`src/rtl/seq_seek_ctrl_if.sv`:
```
// Control/status bundle between the DSP-side register block and the serial pattern seeker.
interface seq_seek_ctrl_if #(
  parameter int PAT_W = 8,
  parameter int LEN_W = 4,
  parameter int CNT_W = 8,
  parameter int TO_W  = 16
);
  logic             cfg_we;
  logic [PAT_W-1:0] cfg_pat;
  logic [LEN_W-1:0] cfg_len;
  logic [CNT_W-1:0] cfg_nmatch;
  logic [TO_W-1:0]  cfg_timeout;
  logic             start;
  logic             abort;
  logic             bit_vld;
  logic             bit_in;
  logic             busy;
  logic             match;
  logic [CNT_W-1:0] match_cnt;
  logic             done;
  logic             timeout;
  logic             cfg_err;

  modport master (
    output cfg_we, cfg_pat, cfg_len, cfg_nmatch, cfg_timeout,
    output start, abort, bit_vld, bit_in,
    input  busy, match, match_cnt, done, timeout, cfg_err
  );

  modport slave (
    input  cfg_we, cfg_pat, cfg_len, cfg_nmatch, cfg_timeout,
    input  start, abort, bit_vld, bit_in,
    output busy, match, match_cnt, done, timeout, cfg_err
  );
endinterface

```
`src/rtl/seq_seek_ctrl.sv`:
```
// Serial pattern seeker controller: shadow config, arm/seek FSM, overlapping match counting,
// finish on match target, SEEK-cycle timeout or abort.
module seq_seek_ctrl #(
  parameter int PAT_W = 8,
  parameter int LEN_W = 4,
  parameter int CNT_W = 8,
  parameter int TO_W  = 16
) (
  input logic            clk,
  input logic            rst,
  seq_seek_ctrl_if.slave bus
);

  typedef enum logic [1:0] {IDLE, ARM, SEEK} state_t;

  localparam logic [LEN_W-1:0] PAT_LEN = LEN_W'(PAT_W);

  state_t           state, state_n;
  logic [PAT_W-1:0] sh_pat;
  logic [LEN_W-1:0] sh_len;
  logic [CNT_W-1:0] sh_nmatch;
  logic [TO_W-1:0]  sh_to;

  // Only PAT_W-1 past bits are stored; the newest bit completes the PAT_W-wide compare window.
  logic [PAT_W-2:0] hist, hist_n;
  logic [PAT_W-1:0] shifted, mask;
  logic [LEN_W-1:0] fill, fill_n;
  logic [CNT_W-1:0] cnt, cnt_n;
  logic [TO_W-1:0]  cyc, cyc_n;
  logic             match_q, match_n, done_q, done_n;
  logic             timeout_q, timeout_n, cfg_err_q, cfg_err_n;
  logic             len_ok, hit, fin_cnt, fin_to;

  assign len_ok  = (sh_len != '0) && (sh_len <= PAT_LEN);
  assign shifted = {hist, bus.bit_in};

  always_comb begin
    mask = '0;
    for (int unsigned i = 0; i < PAT_W; i++) begin
      mask[i] = (LEN_W'(i) < sh_len);
    end
  end

  always_comb begin
    state_n   = state;
    hist_n    = hist;
    fill_n    = fill;
    cnt_n     = cnt;
    cyc_n     = cyc;
    match_n   = 1'b0;
    done_n    = 1'b0;
    timeout_n = timeout_q;
    cfg_err_n = cfg_err_q;
    hit       = 1'b0;
    fin_cnt   = 1'b0;
    fin_to    = 1'b0;
    unique case (state)
      IDLE: begin
        if (bus.start) begin
          if (len_ok) begin
            state_n   = ARM;
            timeout_n = 1'b0;
            cfg_err_n = 1'b0;
          end else begin
            cfg_err_n = 1'b1;
          end
        end
      end
      ARM: begin
        if (bus.abort) begin
          state_n = IDLE;
        end else begin
          hist_n  = '0;
          fill_n  = '0;
          cnt_n   = '0;
          cyc_n   = '0;
          state_n = SEEK;
        end
      end
      SEEK: begin
        if (bus.abort) begin
          state_n = IDLE;
        end else begin
          cyc_n = cyc + 1'b1;
          if (bus.bit_vld) begin
            hist_n = shifted[PAT_W-2:0];
            if (fill != PAT_LEN) fill_n = fill + 1'b1;
            hit = (fill_n >= sh_len) && ((shifted & mask) == (sh_pat & mask));
          end
          if (hit) begin
            match_n = 1'b1;
            if (cnt != '1) cnt_n = cnt + 1'b1;
          end
          // A final match in the same cycle as timeout wins: done without the timeout flag.
          fin_cnt = hit && (sh_nmatch != '0) && (cnt_n == sh_nmatch);
          fin_to  = (sh_to != '0) && (cyc_n == sh_to);
          if (fin_cnt || fin_to) begin
            done_n  = 1'b1;
            state_n = IDLE;
            if (!fin_cnt) timeout_n = 1'b1;
          end
        end
      end
      default: state_n = IDLE;
    endcase
  end

  always_ff @(posedge clk) begin
    if (rst) begin
      state     <= IDLE;
      sh_pat    <= '0;
      sh_len    <= '0;
      sh_nmatch <= '0;
      sh_to     <= '0;
      hist      <= '0;
      fill      <= '0;
      cnt       <= '0;
      cyc       <= '0;
      match_q   <= 1'b0;
      done_q    <= 1'b0;
      timeout_q <= 1'b0;
      cfg_err_q <= 1'b0;
    end else begin
      state     <= state_n;
      hist      <= hist_n;
      fill      <= fill_n;
      cnt       <= cnt_n;
      cyc       <= cyc_n;
      match_q   <= match_n;
      done_q    <= done_n;
      timeout_q <= timeout_n;
      cfg_err_q <= cfg_err_n;
      if (bus.cfg_we && state == IDLE) begin
        sh_pat    <= bus.cfg_pat;
        sh_len    <= bus.cfg_len;
        sh_nmatch <= bus.cfg_nmatch;
        sh_to     <= bus.cfg_timeout;
      end
    end
  end

  assign bus.busy      = (state != IDLE);
  assign bus.match     = match_q;
  assign bus.match_cnt = cnt;
  assign bus.done      = done_q;
  assign bus.timeout   = timeout_q;
  assign bus.cfg_err   = cfg_err_q;

endmodule

```
`src/flat_wrapper.sv`:
```
// flat-port wrapper written by rule: the top's interface ports become plain ports
module seq_seek_ctrl_flat 
#(
  parameter int PAT_W = 8,
  parameter int LEN_W = 4,
  parameter int CNT_W = 8,
  parameter int TO_W  = 16
)
  (clk, rst, bus_cfg_we, bus_cfg_pat, bus_cfg_len, bus_cfg_nmatch, bus_cfg_timeout, bus_start, bus_abort, bus_bit_vld, bus_bit_in, bus_busy, bus_match, bus_match_cnt, bus_done, bus_timeout, bus_cfg_err);
  seq_seek_ctrl_if #(.PAT_W(PAT_W), .LEN_W(LEN_W), .CNT_W(CNT_W), .TO_W(TO_W)) bus_i ();
  input logic clk;
  input logic rst;
  input wire logic [$bits(bus_i.cfg_we)-1:0] bus_cfg_we;
  input wire logic [$bits(bus_i.cfg_pat)-1:0] bus_cfg_pat;
  input wire logic [$bits(bus_i.cfg_len)-1:0] bus_cfg_len;
  input wire logic [$bits(bus_i.cfg_nmatch)-1:0] bus_cfg_nmatch;
  input wire logic [$bits(bus_i.cfg_timeout)-1:0] bus_cfg_timeout;
  input wire logic [$bits(bus_i.start)-1:0] bus_start;
  input wire logic [$bits(bus_i.abort)-1:0] bus_abort;
  input wire logic [$bits(bus_i.bit_vld)-1:0] bus_bit_vld;
  input wire logic [$bits(bus_i.bit_in)-1:0] bus_bit_in;
  output wire logic [$bits(bus_i.busy)-1:0] bus_busy;
  output wire logic [$bits(bus_i.match)-1:0] bus_match;
  output wire logic [$bits(bus_i.match_cnt)-1:0] bus_match_cnt;
  output wire logic [$bits(bus_i.done)-1:0] bus_done;
  output wire logic [$bits(bus_i.timeout)-1:0] bus_timeout;
  output wire logic [$bits(bus_i.cfg_err)-1:0] bus_cfg_err;
  assign bus_i.cfg_we = bus_cfg_we;
  assign bus_i.cfg_pat = bus_cfg_pat;
  assign bus_i.cfg_len = bus_cfg_len;
  assign bus_i.cfg_nmatch = bus_cfg_nmatch;
  assign bus_i.cfg_timeout = bus_cfg_timeout;
  assign bus_i.start = bus_start;
  assign bus_i.abort = bus_abort;
  assign bus_i.bit_vld = bus_bit_vld;
  assign bus_i.bit_in = bus_bit_in;
  assign bus_busy = bus_i.busy;
  assign bus_match = bus_i.match;
  assign bus_match_cnt = bus_i.match_cnt;
  assign bus_done = bus_i.done;
  assign bus_timeout = bus_i.timeout;
  assign bus_cfg_err = bus_i.cfg_err;
  seq_seek_ctrl #(.PAT_W(PAT_W), .LEN_W(LEN_W), .CNT_W(CNT_W), .TO_W(TO_W)) u_core (.clk(clk), .rst(rst), .bus(bus_i));
endmodule
```
`config.mk`:
```
export PLATFORM = sky130hd
export DESIGN_NAME = seq_seek_ctrl_flat
export DESIGN_NICKNAME = d
export VERILOG_FILES = /design/src/rtl/seq_seek_ctrl_if.sv /design/src/rtl/seq_seek_ctrl.sv /design/src/flat_wrapper.sv
export SDC_FILE = /design/constraint.sdc
export NUM_CORES = 1
export LEC_CHECK = 0
export BUFFER_PORTS_ARGS = -buffer_cell sky130_fd_sc_hd__buf_4
export CORE_ASPECT_RATIO = 1.4
export CORE_MARGIN = 2
export CORE_UTILIZATION = 35
export CTS_BUF_LIST = sky130_fd_sc_hd__clkbuf_2 sky130_fd_sc_hd__clkbuf_4 sky130_fd_sc_hd__clkbuf_8
export DETAILED_ROUTE_END_ITERATION = 8
export HOLD_SLACK_MARGIN = 0.1
export PLACE_DENSITY = 0.62
export SETUP_SLACK_MARGIN = 0.1
export SLEW_MARGIN = 20
export SYNTH_ARGS = -nofsm -noshare
export SYNTH_HDL_FRONTEND = slang
export SYNTH_SLANG_ARGS = --single-unit
```
`constraint.sdc`:
```
create_clock -name clk -period 4.3 [get_ports clk]
set_clock_uncertainty 0.15 [all_clocks]
set_input_delay 0.215 -clock clk [delete_from_list [all_inputs] [get_ports clk]]
set_output_delay 0.215 -clock clk [all_outputs]
set_load 0.01 [all_outputs]
```
-- Word-level counts from Yosys, hierarchy flattened
Cells that the tools add are included.
- flip-flop bits (word level): 77
- latch bits: 0
- RAM bits: 0
- memory bits (read-only): 0
- input port bits: 43
- output and inout bits: 13
- word-level logic and storage cells: 104
- memories: 0
- add/subtract/negate cells: 3
- $mul: 0
- divide/modulo/power cells: 0
- $lt $le $gt $ge: 10
- equality and inequality tests: 15
- shifts and indexed selects: 0
- muxes and demuxes: 40
- bitwise logic cells: 3
- reductions and logical operators: 20
- operators by type and width (cell ; count):
    2-to-1 mux 8 bit ; 6
    2-to-1 mux 16 bit ; 2
    one-hot mux 16 bit (2 select lines) ; 1
    2-to-1 mux 4 bit ; 7
    2-to-1 mux 7 bit ; 3
    adder 16 x 1 -> 16 bit, second input constant ; 1
    AND 8 bit ; 2
    equality test 16 bit ; 1
    equality test 8 bit ; 2
    less-than comparator 3 x 4 -> 1 bit, first input constant ; 4
    one-hot mux 8 bit (2 select lines) ; 1
    nonzero test 16 bit ; 1
    one-hot mux 7 bit (2 select lines) ; 1
    2-to-1 mux 1 bit ; 11
    2-to-1 mux 2 bit ; 5
    inequality test 2 bit, second input constant ; 5
    adder 8 x 1 -> 8 bit, second input constant ; 1
    less-than comparator 1 x 4 -> 1 bit, first input constant ; 2
    less-than comparator 2 x 4 -> 1 bit, first input constant ; 2
    inequality test 8 bit, second input constant ; 1
    one-hot mux 4 bit (2 select lines) ; 1
    nonzero test 8 bit ; 1
    logical AND 1 bit ; 6
    one-hot mux 2 bit (3 select lines) ; 1
    19 further kinds ; 23

-- Depth between registers and ports, before layout
- depth in word-level cells: 19
- gate-level depth with buffers: 12
- depth with buffers taken out: 12

-- Worst setup path before layout
OpenSTA, ideal clock, no wires.
- path kind: register to register
- start: reg u_core.cyc[0]
- end: reg u_core.timeout_q, in the netlist u_core.bus.timeout
- arrival time: 2778 ps
- data required time: 4066 ps
- slack: 1287 ps
- cell stages (with the launch flop): 9
- path buffers: 0
- period minus slack after synthesis: 3013 ps
- path through: dfxtp_1 > ha_1 > nand3_1 > nor3_1 > nand3_1 > xnor2_1 > a2111o_1 > or4_1 > o31ai_2
- word-level cells in the longest chain between the ends: 6
- RTL lines (element ; line ; RTL):
    start: declaration ; seq_seek_ctrl.sv:29 ; logic [TO_W-1:0] cyc, cyc_n;
    start signal: assignment ; seq_seek_ctrl.sv:128 ; cyc <= cyc_n;
    adder 16 x 1 -> 16 bit ; seq_seek_ctrl.sv:84 ; cyc_n = cyc + 1'b1;
    equality test 16 bit ; seq_seek_ctrl.sv:96 ; fin_to = (sh_to != '0) && (cyc_n == sh_to);
    logical AND 1 bit ; seq_seek_ctrl.sv:96 ;
    logical OR 1 bit ; seq_seek_ctrl.sv:97 ; if (fin_cnt || fin_to) begin
    inequality test 2 x 1 -> 1 bit (no source line) ; n/a ;
    AND reduction 6 bit (no source line) ; n/a ;
    end signal: assignment ; seq_seek_ctrl.sv:131 ; timeout_q <= timeout_n;
    end: declaration ; seq_seek_ctrl.sv:31 ; logic timeout_q, timeout_n, cfg_err_q, cfg_err_n;
Every way passes these cells.
A chain may end at the register's enable or synchronous reset.

-- Worst setup path after layout
Ends and elaborated chain as after synthesis.

==> impl_metrics.json <==
{
  "status": "finished clean",
  "slew_headroom_pct": 40.2,
  "drtIter0Drc": 282,
  "synthToLayoutAreaGrowth_pct": 27.3,
  "synth_area_mm2": 0.00422,
  "postRouteWirelength_um": 11500,
  "ys_seq_area_share_pct": 36.5,
  "synth_edf_count": 0,
  "synth_seq_cells": 77,
  "cts_tree": "built",
  "clkLatencyLatePin_ps": 350,
  "fin_crit_ps": 3430,
  "port_buffers": 55,
  "post-dp-hpwl_um": 7920,
  "syn_inst": 551,
  "cp.required_ps": 4420,
  "placementRows": 47,
  "setup_viol": 0,
  "cts_repair_resize_count": 0,
  "pin_count": 56,
  "fillCellCount": 1195,
  "wire_per_inst_um": 14.8,
  "intPower_mw": 1.30,
  "clockBufferDepth": 2,
  "synth_nets": 602,
  "worstReg2RegEnd": "u_core.bus.timeout$_SDFFE_PP0P_",
  "critPathMaxFanout": 8,
  "drc": 0,
  "peakVddDrop_v": 0.000232,
  "swShare_pct": 24.6,
  "initial_utilization_pct": 35.7,
  "ys_async_sr_fraction_pct": 0,
  "rsz0062_at_grt": "false",
  "drt_pass1_iterations": 5,
  "seq_power_share_pct": 44.6,
  "vias_per_cell": 5.30,
  "layout_commonest_cell": "nand2_1",
  "grt_max_degree": 78,
  "startpoint_type": "flop",
  "core_mm2": 0.0118,
  "antenna_found_initial": 0,
  "setup_tns_ps": 0,
  "ys_warn_count": 0,
  "num_vias": 4145,
  "r2r_setup_slack_ps": 870,
  "maxCapViolations": 0,
  "power_density_mw_per_mm2": 321,
  "most-common-layout-cells": "nand2_1 (110), dfxtp_1 (77), a21oi_1 (74), buf_4 (59), nor2_1 (43)",
  "hold_viol": 0,
  "clock_sinks": 77,
  "leakage_nw": 2.00,
  "fin_crit_sh_pct": 79.7,
  "power_frac_comb_pct": 14.3,
  "grt_pass1_vias": 3995,
  "power.share.clock_pct": 41.0,
  "hp-class": "in2reg",
  "path_clk_slew_ps": 80,
  "p_sw_mw": 0.423,
  "drv_slew": 0,
  "min-delay-start": "rst",
  "avgSynthCellArea_um2": 7.65,
  "worstPathArrival_ps": 3550,
  "place_congestion": 0.926,
  "fp.dieW_um": 96.8,
  "synthFlopType": "dfxtp_1",
  "gr-total-overflow": 0,
  "grt_pass1_wl_um": 19100,
  "fp.dieH_um": 134,
  "ff2ff_path_depth": 8,
  "crit_type": "reg2reg",
  "cts_root_buffer": "clkbuf_8",
  "hold_path_end": "u_core.cyc[14]$_SDFFE_PP0P_",
  "drive_gt1_share_pct": 14.6,
  "grt_usage_pct": 17.7,
  "total_power_mw": 1.72,
  "insertedDiodeCount": 0,
  "yosysUniqueCellTypes": 60,
  "fmax_ghz": 0.292,
  "cts_buffers": 9,
  "dieArea_mm2": 0.0130,
  "htreeDepth": 3,
  "final_nets": 681,
  "detail-route-antenna-nets": 0,
  "reg2reg_from": "u_core.cyc[0]$_SDFFE_PP0P_",
  "end_kind": "flop",
  "worst_slew_pin_slew_ps": 898,
  "min_path_cells": 2
}
[kinds of logic (layout without fill, tap and decap cells)]
kind of cell	Yosys count	after routing	synth area share, %
XOR/XNOR	43	43	8.93
AND/OR/NAND/NOR	241	241	26.8
adder cells (fa/ha/maj)	8	8	2.37
AO/OA/AOI/OAI	136	136	20.3
multiplexers	3	3	0.801
flip-flops	77	77	36.5
buffers and inverters	43	127	4.27
[flip-flops by register name, summed over array words and instances (netlist names)]
| name | cells |
|---|---|
| u_core.fill | 4 |
| u_core.state | 2 |
| u_core.sh_len | 4 |
| u_core.bus.cfg_err | 1 |
| u_core.bus.done | 1 |
| u_core.bus.match_cnt | 8 |
| u_core.bus.timeout | 1 |
| u_core.sh_to | 16 |
| u_core.sh_nmatch | 8 |
| u_core.cyc | 16 |
| u_core.sh_pat | 8 |
| u_core.hist | 7 |
| u_core.bus.match | 1 |
[power groups by stage]
stage                     Sequential, mW  Clock [mW]  Combinational [mW]
final                              0.768       0.706               0.246
after global routing               0.773       0.756               0.273
after CTS                          0.768       0.720               0.248
after detailed placement           0.785           0               0.219
after global placement             0.784           0               0.216
after floorplan                    0.774           0               0.148
[critical path: stages (launching register included)]
cell and delay (ps):
dfxtp_1 480, ha_1 270, nand3_1 200, nor3_1 720, nand3_1 270, xnor2_1 220
a2111o_1 410, or4_1 420, o31ai_2 210
[worst max-delay path by stage]
stage               cells after the start                              end                       start  slack, ps
floorplan                               8  u_core.bus.timeout$_SDFFE_PP0P_  u_core.cyc[0]$_SDFFE_PP0P_       1290
global placement                        8  u_core.bus.timeout$_SDFFE_PP0P_  u_core.cyc[0]$_SDFFE_PP0P_       1010
detailed placement                      8  u_core.bus.timeout$_SDFFE_PP0P_  u_core.cyc[0]$_SDFFE_PP0P_        960
CTS                                     8  u_core.bus.timeout$_SDFFE_PP0P_  u_core.cyc[0]$_SDFFE_PP0P_        920
global route                            8  u_core.bus.timeout$_SDFFE_PP0P_  u_core.cyc[0]$_SDFFE_PP0P_        650
finish                                  8  u_core.bus.timeout$_SDFFE_PP0P_  u_core.cyc[0]$_SDFFE_PP0P_        870
[cells in the mapped netlist (all sizes together) (10+ instances only)]
master  count  area, um^2
nand2     111         424
dfxtp      77        1540
a21oi      74         370
nor2       43         161
xnor2      31         272
clkbuf     27         111
nor3       20         100
nand3      15        80.1
inv        13        48.8
o21ai      12        60.1
xor2       12         105
a22oi      10        75.1
[timing repair]
| item | in CTS | in global routing |
|---|---|---|
| hold buffers | 39 | 0 |
| buffers inserted | 0 | 0 |
| hold endpoints to repair | 41 | 0 |
[metal layers]
metal | wire (um) | global-route usage, %
met4 | 271 | 7.59
met2 | 5850 | 31.4
met5 | 0 | 0
met3 | 405 | 2.61
met1 | 5020 | 21.2
[per-stage QoR]
| stage | hold slack [ps] | cell area (um^2) | util [%] | setup slack [ps] | std cells |
|---|---|---|---|---|---|
| after floorplan | 201 | 4220 | - | 1290 | 551 |
| after global placement | 308 | 4710 | 39.9 | 1010 | 727 |
| after detailed placement | 317 | 4710 | 39.9 | 957 | 727 |
| after CTS | 274 | 5370 | 45.4 | 919 | 782 |
| after global routing | 297 | 5370 | 45.4 | 651 | 782 |
| final | 271 | 5370 | 45.4 | 874 | 782 |
[cell type report]
type / instances / area, um^2 / share of cell area, %
repair buffers: 98 / 833 / 15.5
clock inverters: 3 / 90.1 / 1.68
flip-flops and latches: 77 / 1540 / 28.7
inverters: 13 / 48.8 / 0.909
multi-input cells: 431 / 2500 / 46.5
clock buffers: 13 / 173 / 3.22
well taps: 147 / 184 / 3.43
(Power assumes the default switching activity.)
